[config.mk]
export PLATFORM = sky130hd
export DESIGN_NAME = demorgan_settle_timer
export DESIGN_NICKNAME = d
export VERILOG_FILES = /design/src/rtl/demorgan_settle_timer.sv
export SDC_FILE = /design/constraint.sdc
export NUM_CORES = 1
export LEC_CHECK = 0
export BUFFER_PORTS_ARGS = -buffer_cell sky130_fd_sc_hd__buf_2
export CAP_MARGIN = 30
export CELL_PAD_IN_SITES_DETAIL_PLACEMENT = 1
export CELL_PAD_IN_SITES_GLOBAL_PLACEMENT = 2
export CORE_MARGIN = 3
export CORE_UTILIZATION = 31
export DETAILED_ROUTE_END_ITERATION = 8
export PLACE_DENSITY = 0.78
export SETUP_SLACK_MARGIN = 0.4
export SYNTH_ARGS = -nofsm -noshare
export SYNTH_HDL_FRONTEND = slang
export SYNTH_SLANG_ARGS = --single-unit
[constraint.sdc]
create_clock -name clk -period 5.79 [get_ports clk]
set_clock_uncertainty 0.1 [all_clocks]
set_input_delay 0.2895 -clock clk [delete_from_list [all_inputs] [get_ports clk]]
set_output_delay 0.2895 -clock clk [all_outputs]
set_load 0.01 [all_outputs]
[src/rtl/demorgan_settle_timer.sv]
// Loadable down-counter with a zero flag; paces the settle wait before each sample.
module demorgan_settle_timer #(
    parameter int CNT_W = 8
) (
    input  logic             clk,
    input  logic             reset,
    input  logic             load,
    input  logic [CNT_W-1:0] loadVal,
    input  logic             dec,
    output logic             zero
);

    logic [CNT_W-1:0] count;

    always_ff @(posedge clk or posedge reset) begin
        if (reset) begin
            count <= '0;
        end else if (load) begin
            count <= loadVal;
        end else if (dec && (count != '0)) begin
            count <= count - CNT_W'(1);
        end
    end

    assign zero = (count == '0);

endmodule

==> out/metrics.yaml <==
worstPathRequired_ns: 5.40
n_antenna_cell: 0
power.leakage_nw: 0.263
hold-worst-slack_ns: 0.145
ys_ff_latch: 8
grt_start_max_net_pins: 18
via_count: 441
cp_max_fo: 4
overflow: 0
antenna_found_initial: 0
cts_buffer_depth: 2
synthCells: 53
timing.rr.start: "count[0]"
yosys_warnings: 0
final_cells: 83
final_max_slew_viol_count: 0
track_usage_pct: 13.3
final_nets: 84
max_freq_mhz: 470
start_kind: "flop"
clock-root-buffer: "clkbuf_4"
placed_cells: 79
critPathCaptureType: "output pin"
portBuffers: 12
placementRows: 13
htree_levels: 1
hpwl_um: 834
peakVddDrop_mv: 0.136
fin_crit_ns: 2.13
chipWidth_um: 46.0
areaGrowthSynthToFinish_pct: 21.7
path_class: "reg -> out"
tightestPinTransition_ns: 0.566
yosysSeqAreaShare_pct: 40.4
gp_congestion: 0.694
top_regs: "count (8)"
nFillCells: 179
relSlewSlack_pct: 61.7
clock-sinks: 8
route.detailed.drc: 0
ys_types: 28
wirelength_um: 1030
postCtsSetupRepairBufs: 0
synth_area_per_cell_um2: 9.35
largest_reg_flops: 8
status: "finished clean"
die_height_um: 46.0
finalInstanceArea_um2: 603
grt_pass1_wl_um: 1950
die-area_um2: 2110
grt_pass1_vias: 413
rsz0062_at_grt: "no"
netlist_area_um2: 495
initial_core_util_pct: 35.4
regMostFlops: "count"
hold_start: "loadVal[4]"
routedWlPerCell_um: 12.4
crit_start: "count[0]"
arrival_ns: 1.74
fin_util_pct: 43.1
synth_nets: 67
multiInputGateArea_um2: 280
firstDrtPassIters: 2
hold_viol: 0
power.density_nw_per_um2: 244
place_area_um2: 571
drv_cap: 0
numCtsBuffers: 3
coreArea_um2: 1400
io_pins: 13
fin_setup_tns_ns: 0
finalCritPeriodShare_pct: 36.8
clk_pin_slew_ns: 0.06
cts_tree: "done"
setup_viol: 0
regArea_um2: 200
drtIter0Drc: 1
layout-drive-gt1-share_pct: 27.9
drtAntennaViolNets: 0
hold_class: "in -> reg"
clk_latency_ns: 0.26
via_per_inst: 5.31
==> logic make-up (layout without fill, tap and decap cells) <==
kind of cell	Yosys count	in the layout	share of synthesized area (%)
adders and majority gates	2	2	5.05
AOI/OAI and AO/OA	14	14	17.9
and+or+nand+nor	20	20	24.2
xor gates and xnor gates	4	4	7.07
DFF	8	8	40.4
buffers and inverters	4	19	3.03
muxes	1	1	2.27
==> final cells by class <==
| cell class | count | share of cell area [%] |
|---|---|---|
| Inverter | 3 | 1.87 |
| Timing Repair Buffer | 13 | 11.6 |
| Tap cell | 15 | 3.11 |
| Sequential cell | 8 | 33.2 |
| Clock buffer | 3 | 3.73 |
| Multi-Input combinational cell | 41 | 46.5 |
==> final timing paths <==
kind | end | slack (ns) | depth (start not counted)
min | count[4] | 0.14 | 3
max | zero | 3.66 | 5
max in group asynchronous | count[7] | 4.93 | 3
min reg2reg | count[3] | 0.44 | 1
min in group asynchronous | count[4] | 0.41 | 3
max reg2reg | count[1] | 3.82 | 6
==> cell usage in the layout (no fill, tap or decap), drive strengths merged, types with 2 or more instances in the layout <==
cell	n
buf	12
nand2	8
dfrtp	8
o21ai	8
inv	3
clkbuf	3
nor2	2
xor2	2
xnor2	2
ha	2
==> worst max-delay path, stage by stage, from the launching register on <==
cell and delay [ns]:
dfrtp_1 0.38, inv_1 0.11, ha_1 0.18, or4b_4 0.49, nor2_1 0.17, buf_2 0.16
==> layer usage <==
layer	GRT usage (%)	wire length, µm	up-vias
li1	-	-	223
met1	19.0	499	203
met2	17.0	433	13
met3	7.11	81	2
met4	3.41	12	0
met5	0	0	-
==> Yosys cell counts <==
cell	n	area (µm²)
dfrtp_1	8	200
nand2_1	8	30.0
o21ai_0	4	20.0
inv_1	3	11.3
o21ai_1	3	15.0
ha_1	2	25.0
nor2_1	2	7.51
xnor2_1	2	17.5
xor2_1	2	17.5
a211oi_1	1	7.51
a21oi_1	1	5.00
a22oi_1	1	7.51
clkbuf_1	1	3.75
mux2_1	1	11.3
nand2b_1	1	6.26
nand3_1	1	5.00
nand4_1	1	6.26
nor2b_1	1	6.26
nor3_1	1	5.00
nor3b_1	1	7.51
nor4_2	1	12.5
nor4b_1	1	8.76
o21ai_2	1	8.76
o31a_1	1	8.76
o31ai_1	1	7.51
o41ai_1	1	8.76
or3_4	1	11.3
or4b_4	1	13.8
==> metrics by stage <==
stage,setup WS [ns],power [mW]
5_1_grt,3.52,0.161
4_1_cts,3.64,0.150
3_3_place_gp,3.87,0.104
6_report,3.66,0.147
2_1_floorplan,3.93,0.0936
3_5_place_dp,3.81,0.105
==> power by group <==
part | switching [mW] | internal, mW
Combinational | 0.0176 | 0.0167
Sequential | 0.00684 | 0.0626
Clock | 0.0199 | 0.0238
Total | 0.0443 | 0.103
==> what timing repair did <==
action / 4_1_cts / 5_1_grt
hold buffers: 1 / 0
setup endpoints to repair: 0 / 0
hold endpoints to repair: 8 / 0
gates resized for setup: 0 / 0
Note: power is estimated with default switching activity, not from simulation.
